$ cat src/rtl/enc_key_schedule_256_seq.sv
// ============================================================================
// Module   : enc_key_schedule_256_seq
// Brief    : SWAN64 256-bit encryption-direction round-key generator, one key
//            per valid/ready handshake; exposes the final key/delta state.
// Revision : 1.0
// ============================================================================
`default_nettype none

module enc_key_schedule_256_seq #(
  parameter int                    BLOCK_SIZE = 64,
  parameter int                    SIDE_SIZE  = BLOCK_SIZE / 2,
  parameter int                    KEY_SIZE   = 256,
  parameter int                    PD         = 24,
  parameter logic [SIDE_SIZE-1:0]  DELTA0     = 32'h9e3779b9,
  parameter int                    ROUNDS     = 64,
  parameter int                    CNT_W      = 7
) (
  input  logic                 clk,
  input  logic                 rst_n,
  input  logic                 start,
  input  logic [KEY_SIZE-1:0]  key_in,
  input  logic [SIDE_SIZE-1:0] delta_in,
  output logic [SIDE_SIZE-1:0] rk,
  output logic                 rk_valid,
  input  logic                 rk_ready,
  output logic [CNT_W-1:0]     round_idx,
  output logic                 busy,
  output logic                 done,
  output logic [KEY_SIZE-1:0]  final_key,
  output logic [SIDE_SIZE-1:0] final_delta
);

  typedef enum logic [1:0] {
    S_IDLE = 2'd0,
    S_RUN  = 2'd1,
    S_DONE = 2'd2
  } state_t;

  localparam logic [CNT_W-1:0] LAST_CNT = CNT_W'(ROUNDS - 1);

  state_t               state_q;
  logic [KEY_SIZE-1:0]  key_q;
  logic [SIDE_SIZE-1:0] delta_q;
  logic [CNT_W-1:0]     cnt_q;
  logic                 rk_valid_q;
  logic                 busy_q;
  logic                 done_q;
  logic [KEY_SIZE-1:0]  final_key_q;
  logic [SIDE_SIZE-1:0] final_delta_q;

  logic [KEY_SIZE-1:0]  key_rot;
  logic [KEY_SIZE-1:0]  key_d;
  logic [SIDE_SIZE-1:0] delta_d;
  logic                 hs;

  // Key bit 0 is the MSB, so the left rotation maps onto the packed vector
  // directly; the lowest 32-bit word is the one that absorbs the new delta.
  always_comb begin
    delta_d = delta_q + DELTA0;
    key_rot = {key_q[KEY_SIZE-PD-1:0], key_q[KEY_SIZE-1:KEY_SIZE-PD]};
    key_d   = {key_rot[KEY_SIZE-1:SIDE_SIZE],
               key_rot[SIDE_SIZE-1:0] + delta_d};
  end

  assign hs = rk_valid_q && rk_ready;

  always_ff @(posedge clk) begin
    if (!rst_n) begin
      state_q       <= S_IDLE;
      key_q         <= '0;
      delta_q       <= '0;
      cnt_q         <= '0;
      rk_valid_q    <= 1'b0;
      busy_q        <= 1'b0;
      done_q        <= 1'b0;
      final_key_q   <= '0;
      final_delta_q <= '0;
    end else begin
      case (state_q)
        S_IDLE, S_DONE: begin
          if (start) begin
            state_q    <= S_RUN;
            key_q      <= key_in;
            delta_q    <= delta_in;
            cnt_q      <= '0;
            rk_valid_q <= 1'b1;
            busy_q     <= 1'b1;
            done_q     <= 1'b0;
          end
        end
        S_RUN: begin
          if (hs) begin
            key_q   <= key_d;
            delta_q <= delta_d;
            if (cnt_q == LAST_CNT) begin
              // Counter parks at zero so round_idx reads 0 outside RUN.
              state_q       <= S_DONE;
              cnt_q         <= '0;
              rk_valid_q    <= 1'b0;
              busy_q        <= 1'b0;
              done_q        <= 1'b1;
              final_key_q   <= key_d;
              final_delta_q <= delta_d;
            end else begin
              cnt_q <= cnt_q + 1'b1;
            end
          end
        end
        default: begin
          state_q    <= S_IDLE;
          rk_valid_q <= 1'b0;
          busy_q     <= 1'b0;
          done_q     <= 1'b0;
        end
      endcase
    end
  end

  assign rk          = rk_valid_q ? key_d[SIDE_SIZE-1:0] : '0;
  assign rk_valid    = rk_valid_q;
  assign round_idx   = cnt_q;
  assign busy        = busy_q;
  assign done        = done_q;
  assign final_key   = final_key_q;
  assign final_delta = final_delta_q;

endmodule

`default_nettype wire

$ cat config.mk
export PLATFORM = sky130hd
export DESIGN_NAME = enc_key_schedule_256_seq
export DESIGN_NICKNAME = d
export VERILOG_FILES = /design/src/rtl/enc_key_schedule_256_seq.sv
export SDC_FILE = /design/constraint.sdc
export NUM_CORES = 1
export LEC_CHECK = 0
export CORE_UTILIZATION = 46
export DETAILED_ROUTE_END_ITERATION = 12
export PLACE_DENSITY_LB_ADDON = 0.3
export SETUP_SLACK_MARGIN = 0.5
export SLEW_MARGIN = 20
export SYNTH_ARGS = -nofsm -noshare
export SYNTH_HDL_FRONTEND = slang
export SYNTH_SLANG_ARGS = --single-unit
$ cat constraint.sdc
create_clock -name clk -period 4.37 [get_ports clk]
set_input_delay 0.874 -clock clk [delete_from_list [all_inputs] [get_ports clk]]
set_output_delay 0.874 -clock clk [all_outputs]
set_load 0.05 [all_outputs]
* After elaboration in Yosys (flattened, before gate mapping)
Index checks and enable logic that the tools add are counted.
W data, S select, Z words.
** Operators by class
- Add/sub/neg operators :: 3
- Multipliers :: 0
- Div/mod/pow operators :: 0
- Magnitude comparators :: 0
- Eq/ne operators :: 6
- Shift operators :: 0
- Muxes and demuxes :: 23
- Bitwise logic cells :: 0
- Reduce and logical (&&, ||, !) cells :: 7
** Operators with widths (number)
- $mux W256 :: 2
- $pmux W256 S2 :: 1
- $mux W32 :: 3
- $pmux W32 S2 :: 1
- $add A32 B32 Y32 :: 1
- $add A32 B32 Y32 const B :: 1
- $mux W7 :: 3
- $pmux W7 S2 :: 1
- $reduce_and A3 Y1 :: 3
- $add A7 B1 Y7 const B :: 1
- $eq A7 B6 Y1 const B :: 1
- $mux W1 :: 6
- $mux W2 :: 3
- $ne A2 B2 Y1 const B :: 3
- $pmux W1 S2 :: 2
- $pmux W2 S2 :: 1
- $eq A2 B1 Y1 const B :: 1
- $eq A2 B2 Y1 const B :: 1
- $logic_not A2 Y1 :: 1
- $reduce_bool A2 Y1 :: 1
- $reduce_or A2 Y1 :: 1
- $logic_and A1 B1 Y1 :: 1
** Storage, ports and cells
- Register bits :: 587
- Bits in latches :: 0
- Bits in writable memories :: 0
- ROM bits :: 0
- Input bits :: 292
- Output and inout bits :: 330
- Memories kept :: 0

* Longest topological paths before layout
- Depth in word-level cells :: 4
- Mapped depth :: 17

* Worst setup path after synthesis
No wires, ideal clock.
- Path type :: register to output
- From :: reg delta_q[0]
- To :: out rk[31]
- Arrival time :: 4425 ps
- Required time :: 3496 ps
- Path slack :: -929 ps
- Cell stages (with the launch flop) :: 17
- Cells stage by stage :: dfxtp_1 ha_1 a2111oi_4 o21a_2 nor2_1 or4_1 nand2_1 nand2_1 ha_1 a21oi_1 o2111ai_1 a31oi_2 o31ai_4 a221oi_2 a21oi_1 xnor3_1 nor2_1
** On the way
- Longest elaborated chain between the ends :: 3
** Ends and longest elaborated chain
- start, declared :: RTL line 43 : logic [SIDE_SIZE-1:0] delta_q;
- start signal, assigned :: RTL line 84 : delta_q <= delta_in;
- start signal, assigned :: RTL line 94 : delta_q <= delta_d;
- $add A32 B32 Y32 :: RTL line 59 : delta_d = delta_q + DELTA0;
- named net delta_d[14] :: RTL line 53 : logic [SIDE_SIZE-1:0] delta_d;
- $add A32 B32 Y32 :: RTL line 62 : key_rot[SIDE_SIZE-1:0] + delta_d};
- $mux W32 :: RTL line 119 : assign rk = rk_valid_q ? key_d[SIDE_SIZE-1:0] : '0;
- end, declared :: RTL line 23 : output logic [SIDE_SIZE-1:0] rk,
The timed path passes the listed nets, and every way through them passes these cells.

* Worst setup path in the final report
Ends and elaborated chain as after synthesis.

==> key figures <==
Status
  – Status: finished with violations
  – Failing checks: negative setup slack

Timing
  – Slew HR: 0.333
  – Period utilization: 1.21
  – Clk_skew: 21.2 ps
  – RSZ-0062 raised after global routing: yes
  – Final setup viols: 23
  – Maximum clock frequency: 189 MHz
  – Final hold vios: 0
  – Final worst slack: -916 ps
  – Min cycle time layout: 5290 ps
  – Slew Viols, Final: 0
  – Final hold slack: 459 ps
  – Worst-margin pin slew: 1000 ps
  – Fin Setup TNS: -14550 ps

Synth
  – Synth Flop Type: dfxtp_1
  – Sequential element share of the synthesized area: 0.446
  – Ys Warns: 0
  – Syn Area/Cell: 7.96 um2
  – Synth top area share: 0.446
  – Largest cells by area after synthesis: dfxtp_1 (45%), nand2_1 (15%), a21boi_0 (7.5%), a311oi_1 (6.0%), nor2_1 (3.9%)
  – Syn_nets: 3637
  – Number of synthesized register bits: ~590
  – Area leader, netlist: dfxtp_1
  – Async SR Flop Fraction: 0
  – Number of flops mapped to enable cells by yosys: 0
  – Yosys cell types: 84
  – Mapped cell area: 0.0263 mm2
  – Cell count after synthesis: between 3000 and 4000

Clocking
  – Htree depth: 2
  – Clk Latency, worst-skew pair: between 600 and 700 ps
  – CTS Sinks: 586
  – CTS tree: done
  – CTS max path bufs: 3
  – Clock root buffer: clkbuf_16
  – Reg clk slew, reported paths: approximately 60 ps
  – Clock buffer count from CTS: 60

Final layout
  – FF+latch area: 0.0117 mm2
  – Commonest cells after routing, fill and taps aside: nand2_1 (1058), clkdlybuf4s50_1 (589), dfxtp_1 (583)
  – Ratio of cells with drive above 1 in the final layout: 0.133
  – Finished Layout Cells: 4777
  – Final core occ: 0.668
  – Nets: between 4000 and 5000
  – Commonest non-fill, non-tap cell in the layout: nand2_1
  – Synth-to-Final Area Change: 43.5%
  – Multi-input logic area: roughly 0.014 mm2
  – Fill count: 4635

Global route
  – Initial antenna violation count: 22
  – Largest net degree at the start of global routing: 166
  – Overflow after GRT: 0
  – Number of global-route vias before repair: between 20000 and 25000
  – Overall Global Routing Usage: 0.339
  – First-pass GRT wire length: 151 mm

Floorplanning
  – Cell Rows: 87
  – Area of the core: 0.0565 mm2
  – Die X: roughly 240 um
  – Starting density of the core: 0.466
  – I/O pins: ~620
  – Die Ht: 241 um
  – Full die area: about 0.058 mm2

Min path
  – Hold path endpoint: round_idx[6]
  – Worst Hold Launch: round_idx[6]
  – Hold crit path type: flop to flop
  – Hold path depth: 2

Route
  – Met2 WL: approximately 47 mm
  – Initial DRC count: between 2000 and 3000
  – Routed vias/inst: roughly 5.6
  – Met3 Wirelength: 8.83 mm
  – Detail Route Antenna Nets: 0
  – WL met1: 42.6 mm
  – DR vias: 26800
  – DRC viols: 0
  – First-pass DRT Iterations: 5
  – Max layer used: met5
  – DR WL/cell: 21.6 um
  – Final WL: around 100 mm

Place
  – IO Port Bufs: 621
  – Place WS: -311 ps
  – Placed cell count: 4611
  – Routability cong.: 0.950
  – DP HPWL: 72.7 mm

Setup path
  – R2r endpoint: key_q[26]
  – Worst R2R Setup Slack: 420 ps
  – R2r startpoint: delta_q[0]
  – Crit-path max FO: 4
  – Arr. time, crit path: ~4400 ps
  – CP required: 3500 ps
  – Crit end category: primary output
  – Crit Path Category: flop to primary output
  – Reg2Reg Depth: 19
  – Crit start category: flop

Pwr
  – Worst vdd ir: 0.000462 V
  – Leak: 0.0145 uW
  – Pwr per Cell Area: 414 mW/mm2

Job
  – Number of max-cap violations: 0
where the power goes:
part	switching [uW]	leakage [uW]	internal (uW)	total [uW]
clock network	2240	0.00101	3160	5400
logic	2280	0.00870	2040	4310
registers	303	0.00479	5610	5910
total	4820	0.0145	10800	15600
flip-flops by register name, summed over array words and instances, names as in the netlist:
name	flops
final_key	256
key_q	256
delta_q	32
final_delta	32
round_idx	7
state_q	2
busy	1
through the flow:
| step | power, uW | area, um2 |
|---|---|---|
| detailed placement | 9670 | 34500 |
| finish | 15600 | 37800 |
| global route | 16200 | 37800 |
| global placement | 9660 | 34500 |
| CTS | 15400 | 37300 |
| floorplan | 7840 | 26500 |
repair_timing:
item	in CTS	in global routing
endpoints found under the setup margin	40	55
setup buffers	30	14
pin swaps	53	39
resized for setup	110	61
hold buffers	0	0
cell families after synthesis:
| group | after synthesis | synth area share |
|---|---|---|
| muxes | 2 | 0.000951 |
| buffers and inverters | 294 | 0.0448 |
| xor gates and xnor gates | 60 | 0.0213 |
| DFF | 586 | 0.446 |
| and+or+nand+nor | 1536 | 0.237 |
| adders and majority gates | 39 | 0.0188 |
| AOI/OAI and AO/OA | 789 | 0.232 |
critical path, cell delays in order, from the launching register on:
cell,delay (ps)
dfxtp_2,330
ha_4,160
a2111oi_4,370
buf_4,200
buf_6,120
o21ai_2,70
nand2_1,110
xor2_2,200
inv_2,60
ha_4,290
buf_4,150
o21ai_0,130
a21oi_1,210
o21ai_1,120
buf_4,160
o31ai_4,250
a221oi_2,130
a21oi_1,180
xnor3_1,290
nor2_4,120
buf_12,140
area by class of cell:
| class | count | share of cell area |
|---|---|---|
| Inverter | 23 | 0.00242 |
| Clock buffer | 93 | 0.0473 |
| Sequential cell | 586 | 0.311 |
| Antenna cell | 14 | 0.000928 |
| Tap cell | 756 | 0.0251 |
| Multi-Input combinational cell | 2426 | 0.380 |
| Clock inverter | 15 | 0.00722 |
| Timing Repair Buffer | 864 | 0.227 |
synthesized netlist by cell type (9+ instances only):
cell	number
a211oi_1	14
dfxtp_1	586
nor2b_1	21
a21boi_0	262
nor3b_1	12
nand3_1	74
ha_1	38
nor2_1	274
nand2_1	1065
buf_2	44
clkbuf_1	204
a21oi_1	81
and2_1	34
xor2_1	22
o21ai_1	9
a22oi_1	12
inv_1	21
o211a_1	65
nand2b_1	9
nor3_1	14
buf_1	19
o21ai_0	65
a21o_1	16
a311oi_1	180
xnor2_1	34
o211ai_1	12
worst max-delay path by stage:
stage / startpoint / depth (start not counted) / endpoint
3_5_place_dp: delta_q[1] / 17 / rk[27]
3_3_place_gp: delta_q[1] / 18 / rk[30]
6_report: delta_q[0] / 20 / rk[31]
5_1_grt: delta_q[0] / 20 / rk[31]
4_1_cts: delta_q[0] / 15 / rk[29]
2_1_floorplan: delta_q[0] / 17 / rk[31]
per-layer routing:
| layer | global-route usage | up-vias |
|---|---|---|
| met3 | 0.0670 | 233 |
| met5 | 0 | - |
| met1 | 0.453 | 12800 |
| met4 | 0.134 | 14 |
| li1 | - | 12600 |
| met2 | 0.536 | 1205 |
Power figures use the tool's default switching activity.
